--- config.mk ---
export PLATFORM = sky130hd
export DESIGN_NAME = uart_tx_front
export DESIGN_NICKNAME = d
export VERILOG_FILES = /design/src/rtl/uart_tx_front.sv
export SDC_FILE = /design/constraint.sdc
export NUM_CORES = 1
export LEC_CHECK = 0
export ABC_AREA = 1
export CORE_MARGIN = 5
export CORE_UTILIZATION = 63
export CTS_BUF_LIST = sky130_fd_sc_hd__clkbuf_4
export DETAILED_ROUTE_END_ITERATION = 8
export GPL_TIMING_DRIVEN = 0
export PLACE_DENSITY = 0.87
export SLEW_MARGIN = 20
export SYNTH_ARGS = -nofsm -noshare
export SYNTH_HDL_FRONTEND = slang
export SYNTH_SLANG_ARGS = --single-unit
--- constraint.sdc ---
create_clock -name clk -period 2.3 [get_ports clk]
set_input_delay 0.345 -clock clk [delete_from_list [all_inputs] [get_ports clk]]
set_output_delay 0.345 -clock clk [all_outputs]
set_load 0.02 [all_outputs]
--- src/rtl/uart_tx_front.sv ---
// uart_tx_front: UART 8N1 transmitter with a one-entry holding register.
//
// A byte accepted on the valid/ready handshake is sent on uart_tx as:
// a start bit (0), 8 data bits LSB first, and a stop bit (1). Each bit lasts
// CLKS_PER_BIT clocks. A second byte may be queued while a frame is on the
// line; it goes out directly after the stop bit with no idle gap.
//
// Ports:
//   clk        system clock, all state on the rising edge
//   rst_n      asynchronous, active-low reset
//   uart_tx    serial line, idle high, registered
//   data_tx    byte to send, sampled only on the accepting edge
//   tx_valid   producer has a byte on data_tx
//   tx_ready   block can accept a byte this cycle (holding register empty)
//   tx_busy    a frame is on the line or a byte is queued
//   state_dbg  current FSM state (IDLE=0, START=1, DATA=2, STOP=3)
//
// Handshake: a byte transfers on a rising edge where tx_valid and tx_ready
// are both 1. tx_valid with tx_ready=0 is simply held off; nothing is lost
// and data_tx is ignored on every edge except the accepting one.

module uart_tx_front #(
  parameter int CLKS_PER_BIT = 16
) (
  input  logic       clk,
  input  logic       rst_n,
  output logic       uart_tx,
  input  logic [7:0] data_tx,
  input  logic       tx_valid,
  output logic       tx_ready,
  output logic       tx_busy,
  output logic [1:0] state_dbg
);

  localparam int BW = $clog2(CLKS_PER_BIT);
  localparam logic [BW-1:0] BAUD_LAST = BW'(CLKS_PER_BIT - 1);

  localparam logic [1:0] IDLE  = 2'd0;
  localparam logic [1:0] START = 2'd1;
  localparam logic [1:0] DATA  = 2'd2;
  localparam logic [1:0] STOP  = 2'd3;

  logic [1:0]    state;
  logic [BW-1:0] baud_cnt;
  logic [2:0]    bit_cnt;
  logic [7:0]    shift_reg;
  logic [7:0]    hold_data;
  logic          hold_full;

  logic bit_end;
  logic shifter_avail;
  logic accept;

  assign bit_end       = (baud_cnt == BAUD_LAST);
  // The shifter can take a new byte when idle, or on the last cycle of the
  // stop bit so the next start bit follows with zero idle cycles.
  assign shifter_avail = (state == IDLE) || ((state == STOP) && bit_end);
  assign tx_ready      = !hold_full;
  assign accept        = tx_valid && tx_ready;
  assign tx_busy       = (state != IDLE) || hold_full;
  assign state_dbg     = state;

  always_ff @(posedge clk or negedge rst_n) begin
    if (!rst_n) begin
      state     <= IDLE;
      baud_cnt  <= '0;
      bit_cnt   <= '0;
      shift_reg <= '0;
      hold_data <= '0;
      hold_full <= 1'b0;
      uart_tx   <= 1'b1;
    end else begin
      // A byte arriving while the shifter is occupied is parked. The hold
      // register is only written when it is empty (accept implies ready),
      // so this never collides with the unload in STOP below.
      if (accept && !shifter_avail) begin
        hold_data <= data_tx;
        hold_full <= 1'b1;
      end

      case (state)
        IDLE: begin
          baud_cnt <= '0;
          bit_cnt  <= '0;
          if (accept) begin
            shift_reg <= data_tx;
            state     <= START;
            uart_tx   <= 1'b0;
          end
        end

        START: begin
          if (bit_end) begin
            baud_cnt <= '0;
            bit_cnt  <= '0;
            state    <= DATA;
            uart_tx  <= shift_reg[0];
          end else begin
            baud_cnt <= baud_cnt + 1'b1;
          end
        end

        DATA: begin
          if (bit_end) begin
            baud_cnt  <= '0;
            bit_cnt   <= bit_cnt + 3'd1;
            shift_reg <= {1'b0, shift_reg[7:1]};
            if (bit_cnt == 3'd7) begin
              state   <= STOP;
              uart_tx <= 1'b1;
            end else begin
              // Bit k+1 is shift_reg[1] before this edge's shift.
              uart_tx <= shift_reg[1];
            end
          end else begin
            baud_cnt <= baud_cnt + 1'b1;
          end
        end

        STOP: begin
          if (bit_end) begin
            baud_cnt <= '0;
            if (hold_full) begin
              shift_reg <= hold_data;
              hold_full <= 1'b0;
              state     <= START;
              uart_tx   <= 1'b0;
            end else if (accept) begin
              shift_reg <= data_tx;
              state     <= START;
              uart_tx   <= 1'b0;
            end else begin
              state <= IDLE;
            end
          end else begin
            baud_cnt <= baud_cnt + 1'b1;
          end
        end

        default: begin
          state   <= IDLE;
          uart_tx <= 1'b1;
        end
      endcase
    end
  end

endmodule

# After elaboration in Yosys (flattened, before gate mapping)
# Index checks and enable logic that the tools add are counted.
# W data, S select, Z words.
word_totals:
  reg_bits: 27
  inputBits: 11
  out_inout_bits: 5
  word_cells: 64
classes:
  n_addsub: 2
  n_eq_ne: 10
  n_mux: 29
  reduce_logical: 16
op_table:
  columns: ["operator", "n"]
  rows:
  - ["$mux W8", 4]
  - ["$pmux W8 S3", 1]
  - ["$mux W1", 12]
  - ["$mux W2", 5]
  - ["$ne A2 B2 Y1 const B", 5]
  - ["$pmux W3 S3", 1]
  - ["$reduce_and A3 Y1", 3]
  - ["$pmux W2 S4", 1]
  - ["$pmux W4 S2", 1]
  - ["$mux W3", 2]
  - ["$reduce_bool A3 Y1", 2]
  - ["$reduce_and A5 Y1", 1]
  - ["$add A4 B1 Y4 const B", 1]
  - ["$eq A2 B2 Y1 const B", 2]
  - ["$eq A4 B4 Y1 const B", 1]
  - ["$mux W4", 1]
  - ["$pmux W1 S4", 1]
  - ["$add A3 B1 Y3 const B", 1]
  - ["$eq A3 B3 Y1 const B", 1]
  - ["$logic_and A1 B1 Y1", 3]
  - ["$reduce_or A3 Y1", 1]
  - ["$eq A2 B1 Y1 const B", 1]
  - ["$logic_not A1 Y1", 2]
  - ["$logic_not A2 Y1", 1]
  - ["other kinds (2)", 3]

# Logic depth before layout (Yosys ltp)
# Gate-level depths: netlist (run 1).
logic_depth:
  depth_word: 9
  mapped_depth: 10
  mapped_depth_nobuf: 9

# Worst setup path before layout (run 1)
# Ideal clock, no wire load.
synth_timing:
  kind: "reg2reg"
  start: "reg state[0], in the netlist state_dbg[0]"
  end: "reg shift_reg[0]"
  setup_time_ns: 0.065
  arrival_time_ns: 1.538
  required_time_ns: 2.235
  setup_slack_ns: 0.697
  stages_incl_launch_ff: 11
  n_path_buf: 1
  period_less_slack_ns: 1.603
  path_cell_list: "dfrtp_1 > inv_1 > ha_1 > buf_4 > inv_2 > nand2_1 > nand2_2 > nand2_2 > nand2_4 > nand2_1 > nand2_1"
synth_between:
  elab_chain_len: 3
  elab_cells_between_ends: 8
  cone_classes: "eq/ne (4); mux (1); reduce/logical (3)"
synth_lines:
  columns: ["item", "line", "rtl"]
  rows:
  - ["start, declared", "43", "logic [1:0] state;"]
  - ["start signal, assigned", "65", "state <= IDLE;"]
  - ["start signal, assigned", "87", "state <= START;"]
  - ["start signal, assigned", "96", "state <= DATA;"]
  - ["$eq A2 B2 Y1 or $logic_not A2 Y1 (tied branches)", "81", "case (state)"]
  - ["$ne A2 B2 Y1 (no line) or $reduce_bool A3 Y1 (tied branches)", null, null]
  - ["$reduce_and A3 Y1 (no line)", null, null]
  - ["end signal, assigned", "86", "shift_reg <= data_tx;"]
  - ["end signal, assigned", "107", "shift_reg <= {1'b0, shift_reg[7:1]};"]
  - ["end signal, assigned", "124", "shift_reg <= hold_data;"]
  - ["end, declared", "46", "logic [7:0] shift_reg;"]
# Parallel ways exist; a longest one is shown, timed or not.
# A chain may end at the register's enable or synchronous reset.

# Worst setup path after layout (run 1)
layout_timing:
  start: "reg state[0], in the netlist state_dbg[0]"
  end: "out tx_busy"
layout_between:
  elab_chain_len: 2
layout_lines:
  columns: ["item", "line", "rtl"]
  rows:
  - ["$reduce_bool A2 Y1", "60", "assign tx_busy = (state != IDLE) || hold_full;"]
  - ["$logic_or A1 B1 Y1", "60", null]
  - ["end, declared", "31", "output logic tx_busy,"]
# Every way passes these cells.

==> results of run 1 <==
layout make-up:
class	count	area, sq um	share of cell area [%]
Multi-Input combinational cell	158	808	43.5
Sequential cell	27	679	36.6
Timing Repair Buffer	15	145	7.82
Inverter	28	110	5.93
Buffer	5	46.3	2.49
Tap cell	30	37.5	2.02
Clock buffer	3	22.5	1.21
Clock inverter	1	7.51	0.404
logic make-up after synthesis:
logic type / after synthesis / synth area share (%)
XOR/XNOR: 1 / 0.534
AND/OR/NAND/NOR: 135 / 35.1
adder cells (fa/ha/maj): 9 / 6.87
buffers and inverters: 33 / 9.54
AO/OA/AOI/OAI: 13 / 6.64
flip-flops: 27 / 41.3
routing by layer:
layer / share of wire (%) / vias up
li1: - / 706
met1: 50 / 591
met2: 46 / 19
met3: 2.8 / 4
met4: 0.90 / 0
met5: 0 / -
metrics by stage:
stage                     area (sq um)  hold slack [ns]  worst slack (ns)  std cells
after global placement            1830            0.449             0.336        263
after CTS                         1860          0.00420            0.0361        267
final                             1860          -0.0121             0.105        267
after global routing              1860           0.0178            0.0351        267
after floorplan                   1640           0.0494             0.697        218
after detailed placement          1820            0.379             0.309        263
worst max-delay path by stage:
stage | startpoint | endpoint | cells after the start
finish | state_dbg[0] | tx_busy | 4
global route | state_dbg[0] | tx_busy | 4
CTS | state_dbg[1] | tx_busy | 4
detailed placement | state_dbg[1] | tx_busy | 4
global placement | state_dbg[0] | tx_busy | 4
floorplan | state_dbg[0] | shift_reg[0] | 10
where the power goes:
group	switching, mW	internal, mW	total (mW)
Sequential	0.141	0.672	0.813
Clock	0.148	0.0665	0.215
Combinational	0.728	0.458	1.19
cell usage in the layout, fill, tap and decap left out, types with 2 or more instances in the layout:
cell type / count
nand2_2: 3
clkdlybuf4s50_1: 14
ha_1: 8
inv_2: 2
nor2_1: 14
nand2_1: 96
inv_1: 25
nand2_4: 2
clkbuf_4: 3
buf_6: 3
nand3_1: 16
o21ai_0: 2
dfrtp_1: 24
a21oi_1: 2
buf_2: 2
dfrtp_2: 2
o21ai_2: 8
critical path: stages (launching register included):
cell	delay, ns
dfrtp_2	0.49
inv_1	0.15
ha_2	0.26
nand2_1	0.08
clkdlybuf4s50_1	0.54
what timing repair did:
action                                  CTS  global route
cloned                                    0             0
hold buffers                              0             0
gates resized for setup                   3             1
setup buffers                             0             0
endpoints found under the setup margin    1             1
==> metrics.yaml, run 1 <==
outcome: "finished, violations left"
violations: "hold timing"
use_met1_pct: 26.2
ios: 16
cts_tree: "done"
yosys.area.top_type_share_pct: 39.7
syn-num-nets: 238
ys_warn_count: 0
dieArea_sq_um: 3720
grt_max_degree: 28
avgSynthCellArea_sq_um: 7.52
ys_seq_area_share_pct: 41.3
cts_buffer_depth: 2
n_fill_cell: 193
drc: 0
antenna_found_initial: 0
power_density_nw_per_um2: 1190
wl_um: 3100
cts_sinks: 27
synth-main-ff-cell: "dfrtp_1"
hold_slack_ns: -0.0121
synth_most_common_cell: "nand2_1"
core_sq_um: 2480
cp-start-kind: "flop"
r2r-end: "shift_reg[4]"
cts_buffers: 3
slew_headroom_pct: 61.4
ir_worst_vdd_mv: 0.837
grt-ovfl-total: 0
wire_per_inst_um: 11.6
gr-usage-met3_pct: 1.91
grt_pass1_wl_um: 5350
worst-setup-path-type: "flop to output pin"
max_slew.worst_pin.slew_ns: 0.579
grt.total_usage_pct: 19.1
viasPerCell: 4.94
fin_setup_tns_ns: 0
period_minus_slack_ns: 2.19
synth_edf_count: 0
drt_iter0_drc: 79
crit_fanout: 8
worst-r2r-cell-count: 10
worstPathArrival_ns: 1.85
async_reset_ff_share_pct: 100
synthCells: 218
drv_slew: 0
dr_total_vias: 1320
initial_utilization_pct: 66.2
portBuffers: 15
place_congestion: 0.819
reg2reg_slack_ns: 0.69
syn2layout_area_growth_pct: 13.3
clock.fmax_mhz: 456
grt_busiest_layer: "met2"
nets: 258
endpoint_kind: "output pin"
skew_ns: 0.00190
maxCapViolCount: 0
grt_setup_unrepaired: "no"
synth_cell_types: 23
ant_nets: 0
grt_pass1_vias: 1257
ys_seq_elements: 27
htree_levels: 1
r2r_start: "state_dbg[0]"
crit_required_ns: 1.96
synth_area_leaders: "dfrtp_1 40%, nand2_1 22%, ha_1 6.9%"
grt_use_met2_pct: 31.8
hold_violations: 26
drive_gt1_share_pct: 13.9
chipWidth_um: 61.0
die_y_um: 61.0
clk_latency_ns: 0.33
synth_common_cells: "96 x nand2_1, 26 x dfrtp_1, 26 x inv_1"
rows: 18
cts_root_buffer: "clkbuf_4"
total_power_mw: 2.21
synth.largest_area_cell: "dfrtp_1"
diodes: 0
final-setup-viol-count: 0
p_leak_nw: 1.04
hold_path.class: "input port to asynchronous set/reset pin"
fin_util_pct: 74.9
dp_hpwl_um: 2440
synth_area_sq_um: 1640
first_pass_iters: 4
min_period_over_period_pct: 95.4
cts.reportedPaths.clkPinSlew_ns: 0.15
No activity file was read; power rests on OpenSTA's default activity.
==> run 2: changes to the inputs <==
Settings changed: CELL_PAD_IN_SITES_DETAIL_PLACEMENT from default to 1, CELL_PAD_IN_SITES_GLOBAL_PLACEMENT from default to 2, CORE_UTILIZATION 63 to 37, PLACE_DENSITY 0.87 to default, PLACE_DENSITY_LB_ADDON from default to 0.1.
==> run 2 against run 1 <==
Compared with the run above: the flow now finishes without violations; sequential power increased by 0.5%; register-to-register slack worse by 0.10 ns; non-clock buffer count is 2 higher; maximum frequency up 16%; sequential cell count stayed put; critical endpoint is now tx_ready; largest power group unchanged.
==> metrics.yaml, run 2 (synthesized netlist as in run 1, its figures left out) <==
wl_met2_um: 2190  # +54%
hold_buffers: 0  # unchanged
rows: 24  # +6
m1WireLength_um: 1610  # +3.1%
route.met3.wl_um: 97  # +11%
drc: 0  # unchanged
ios: 16  # unchanged
syn2layout_area_growth_pct: 16.9
ant_nets: 0  # unchanged
worstPathArrival_ns: 1.55  # -0.30 ns
cts.reportedPaths.clkPinSlew_ns: 0.15  # about the same
fin_ws_ns: 0.403  # +0.298 ns
portBuffers: 15  # unchanged
initial_utilization_pct: 37.9  # -28 points
power_density_nw_per_um2: 1200  # +0.80%
htree_levels: 1  # unchanged
place_congestion: 0.780  # -4.8%
slowest_delay_ns: 0.60  # +0.06 ns
cts_sinks: 27  # unchanged
dp_hpwl_um: 3150  # +29%
max_slew.worst_pin.slew_ns: 0.644  # +0.0647 ns
pre_cts_ws_ns: 0.291  # -0.0179 ns
clock.fmax_mhz: 527  # +16%
final-setup-viol-count: 0  # unchanged
viasPerCell: 4.86  # -1.7%
core_sq_um: 4320  # +75%
cts_root_buffer: "clkbuf_4"
wire_per_inst_um: 13.7  # +18%
grt.total_usage_pct: 14.4  # -4.7 points
final_common_cell: "nand2_1"
skew_ns: 0.00771  # +0.00581 ns
hold_violations: 0  # -100%
diodes: 0  # unchanged
outcome: "finished, final reports clean"
crit_start: "hold_full"
crit_chain: "buf_6, inv_6, clkdlybuf4s50_1"
crit_required_ns: 1.96  # about the same
nets: 260  # +0.78%
drive_gt1_share_pct: 14.6  # +0.72 points
wl_um: 3980  # +28%
grt_pass1_vias: 1556  # +24%
crit_family: "buffers and inverters"
cp-start-kind: "flop"
die_y_um: 76.6  # +25%
ir_worst_vdd_mv: 0.509  # -39%
cts_buffer_depth: 2  # unchanged
grt-ovfl-total: 0  # unchanged
crit_fanout: 9  # +1
grt_max_degree: 28  # unchanged
cts_buffers: 3  # unchanged
p_leak_nw: 1.05  # +1.4%
cts_tree: "done"
crit_buf_inv: 3  # +1
min_period_over_period_pct: 82.5  # -13 points
chipWidth_um: 76.6  # +25%
grt_pass1_wl_um: 6930  # +30%
fin_util_pct: 44.3  # -31 points
drv_slew: 0  # unchanged
clk_latency_ns: 0.33  # about the same
worst-setup-path-type: "flop to output pin"
grt_setup_unrepaired: "no"
period_minus_slack_ns: 1.90  # -0.298 ns
slew_headroom_pct: 57.1  # -4.3 points
r2r_start: "state_dbg[0]"
endpoint_kind: "output pin"
topRoutingLayerUsed: "met4"
crit_slowest_cell: "clkdlybuf4s50_1"
hold_path.class: "input port to asynchronous set/reset pin"
antenna_found_initial: 0  # unchanged
fin_setup_tns_ns: 0  # unchanged
dieArea_sq_um: 5860  # +57%
first_pass_iters: 3  # -1
mostFrequentLayoutCells: "96 x nand2_1, 25 x inv_1, 24 x dfrtp_1, 16 x nand3_1, 14 x nor2_1"
drt_iter0_drc: 63  # -20%
maxCapViolCount: 0  # unchanged
dr_total_vias: 1414  # +7.1%
## run 2: changes by cell type in the layout (fill, tap and decap cells not counted), sizes merged
| cell | change |
|---|---|
| clkbuf | +1 |
| clkdlybuf4s50 | -1 |
| dlymetal6s2s | +1 |
| buf | +2 |
| inv | -1 |
## run 2: repair_timing
action,4_1_cts,5_1_grt
setup endpoints to repair,1,1
gates resized for setup,3,3
buffers inserted,0,2
## run 2: worst register-to-register path, cell delays in order (launching register included)
cell and delay [ns]:
dfrtp_2 0.49, inv_1 0.19, ha_1 0.17, buf_4 0.17
inv_2 0.06, nand2_1 0.07, nand2_2 0.12, nand2_2 0.11
nand2_4 0.08, nand2_1 0.09, nand2_1 0.05
## run 2: power breakdown
group	leakage, nW	internal, mW	total, mW	switching [mW]
Combinational	0.695	0.487	1.26	0.773
Sequential	0.340	0.673	0.817	0.144
Clock	0.0184	0.0799	0.225	0.145
Total	1.05	1.24	2.30	1.06
## run 2: path summary, 6_finish.rpt
| path | depth (start not counted) | slack (ns) | end |
|---|---|---|---|
| max reg2reg | 10 | 0.59 | shift_reg[3] |
| min reg2reg | 2 | 0.47 | uart_tx |
| min | 1 | 0.008 | hold_data[7] |
| max in group asynchronous | 1 | 1.85 | state_dbg[0] |
| min in group clk | 2 | 0.47 | uart_tx |
| max | 3 | 0.40 | tx_ready |
## run 2: per-layer routing
layer  GRT usage, %  vias to the layer above
li1               -                      705
met1           15.4                      690
met5              0                        -
met4           5.24                        0
met3           2.48                        6
met2           27.7                       13
## run 2: cell type report
class,instances,area (sq um)
sequential,27,679
buffer,5,46.3
multi-input combinational,158,818
fill,553,2410
inverter,28,114
clock buffer,4,30.0
tap,52,65.1
timing repair buffer,17,163
## run 2: per-stage QoR
| stage | area, sq um | power, mW | std cells | hold slack (ns) |
|---|---|---|---|---|
| global placement | 1850 | 1.99 | 285 | 0.443 |
| finish | 1920 | 2.30 | 291 | 0.00850 |
| global route | 1920 | 2.54 | 291 | 0.0308 |
| detailed placement | 1850 | 2.06 | 285 | 0.404 |
| CTS | 1880 | 2.30 | 289 | 0.0192 |
| floorplan | 1640 | 1.69 | 218 | 0.0494 |
==> run 3: changes to the inputs <==
Settings changed: CORE_UTILIZATION 37 to 31.
Clock period 2.3 ns to 1.6 ns, I/O delays scaled along.
==> run 3 against run 2 <==
Compared with the run above: routed wire length up 11%; sequential power rose by 41%; worst hold slack better by 0.44 ns; non-clock buffer count up 12; design area up 9.1%; sequential cell count did not move.
==> metrics.yaml, run 3 (synthesized netlist as in run 1, its figures left out) <==
outcome: "finished, final reports clean"
place_congestion: 0.761  # -2.4%
drv_slew: 0  # unchanged
cts_buffers: 3  # unchanged
dieArea_sq_um: 6840  # +17%
ant_nets: 0  # unchanged
maxCapViolCount: 0  # unchanged
drive_gt1_share_pct: 24.2  # +9.6 points
die_y_um: 82.7  # +8.0%
n_fill_cell: 655  # +18%
antenna_found_initial: 0  # unchanged
initial_utilization_pct: 32.1  # -5.8 points
total_power_mw: 3.72  # +62%
final_cell_count_no_fill: 322  # +11%
nets: 273  # +5.0%
hold_path.class: "input port to asynchronous set/reset pin"
viasPerCell: 4.52  # -6.9%
portBuffers: 15  # unchanged
dr_total_vias: 1457  # +3.0%
syn2layout_area_growth_pct: 27.6
diodes: 0  # unchanged
htree_levels: 1  # unchanged
grt_pass1_wl_um: 7450  # +7.5%
grt_pass1_vias: 1603  # +3.0%
max_slew.worst_pin.slew_ns: 0.661  # +0.0170 ns
use_met1_pct: 16.9  # +1.5 points
cts_tree: "done"
drt_iter0_drc: 49  # -22%
final_common_cell: "nand2_1"
period_minus_slack_ns: 1.54
first_pass_iters: 3  # unchanged
grt.total_usage_pct: 14.4  # -0.059 points
chipWidth_um: 82.7  # +8.0%
grt-ovfl-total: 0  # unchanged
cts_buffer_depth: 2  # unchanged
worst-setup-path-type: "flop to output pin"
ios: 16  # unchanged
crit_fanout: 5  # -4
power_density_nw_per_um2: 1780  # +48%
grt_max_degree: 28  # unchanged
rows: 26  # +8.3%
crit_required_ns: 1.36  # -0.60 ns
dp_hpwl_um: 3250  # +3.3%
cts_sinks: 27  # unchanged
min_period_over_period_pct: 96.3
grt_busiest_layer: "met2"
cts.reportedPaths.clkPinSlew_ns: 0.16  # about the same
dpl.cell_count: 303  # +6.3%
endpoint_kind: "output pin"
reg2reg_slack_ns: 0.09  # -0.50 ns
ir_worst_vdd_mv: 0.715  # +41%
wire_per_inst_um: 13.7  # +0.35%
cp-start-kind: "flop"
grt_use_met2_pct: 27.2  # -0.50 points
final-setup-viol-count: 0  # unchanged
wl_um: 4410  # +11%
core_sq_um: 5110  # +18%
cts_root_buffer: "clkbuf_4"
mostFrequentLayoutCells: "89 x nand2_1, 24 x dfrtp_1, 23 x inv_1, 16 x nand3_1, 13 x nor2_1"
clk_latency_ns: 0.34  # about the same
clock.fmax_mhz: 649
p_leak_nw: 1.13  # +7.3%
gr-usage-met3_pct: 1.84  # -0.64 points
skew_ns: 0.00886  # +0.00115 ns
hold_violations: 0  # unchanged
slew_headroom_pct: 55.9  # -1.1 points
drc: 0  # unchanged
worstPathArrival_ns: 1.30  # -0.25 ns
## run 3: final timing paths
check,cells after the start,to,from
setup reg to reg,7,hold_data[6],state_dbg[1]
hold reg to reg,2,uart_tx,uart_tx
setup / recovery,4,tx_busy,state_dbg[1]
max in group asynchronous,2,state_dbg[0],rst_n
min in group clk,3,hold_data[4],data_tx[4]
hold / removal,2,baud_cnt[1],rst_n
## run 3: report_power, final
| group | total [mW] | switching, mW | internal, mW |
|---|---|---|---|
| clock network | 0.314 | 0.220 | 0.0941 |
| registers | 1.15 | 0.187 | 0.966 |
| logic | 2.25 | 1.31 | 0.947 |
| total | 3.72 | 1.71 | 2.01 |
## run 3: critical path, stage by stage (launching register included)
cell,delay [ns]
dfrtp_2,0.48
inv_4,0.09
ha_4,0.16
nand2_1,0.07
clkbuf_2,0.15
## run 3: routing by layer
metal | up-vias | part of all wire, % | wire length (um)
met3 | 4 | 1.5 | 65
met5 | - | 0 | 0
met1 | 708 | 42 | 1860
met2 | 9 | 56 | 2460
li1 | 736 | - | -
met4 | 0 | 0.77 | 34
## run 3: layout make-up
class | count | area (sq um) | area share, %
buffer | 5 | 52.6 | 2.51
clock buffer | 3 | 22.5 | 1.08
clock inverter | 1 | 5.00 | 0.239
inverter | 28 | 120 | 5.75
multi-input combinational | 159 | 863 | 41.3
sequential | 27 | 679 | 32.5
tap | 70 | 87.6 | 4.19
timing repair buffer | 29 | 260 | 12.4
## run 3: through the flow
step                      utilization, %  hold WS [ns]  setup TNS (ns)  cell area, sq um  worst slack [ns]
after global routing                40.9         0.445         -0.0175              2090          -0.00973
after detailed placement            36.7         0.312           -1.33              1870            -0.348
after floorplan                        -       -0.0556               0              1640            0.0365
after CTS                           38.3         0.451          -0.174              1960            -0.161
final                               40.9         0.448               0              2090            0.0589
after global placement              36.8         0.442           -5.31              1880            -0.282
## run 3: repair_timing
| action | 4_1_cts | 5_1_grt |
|---|---|---|
| cloned | 1 | 0 |
| hold buffers | 1 | 0 |
| resized for setup | 13 | 23 |
| endpoints found under the hold margin | 26 | 0 |
| pin swaps | 1 | 7 |
| endpoints found under the setup margin | 26 | 15 |
| buffers inserted | 3 | 10 |
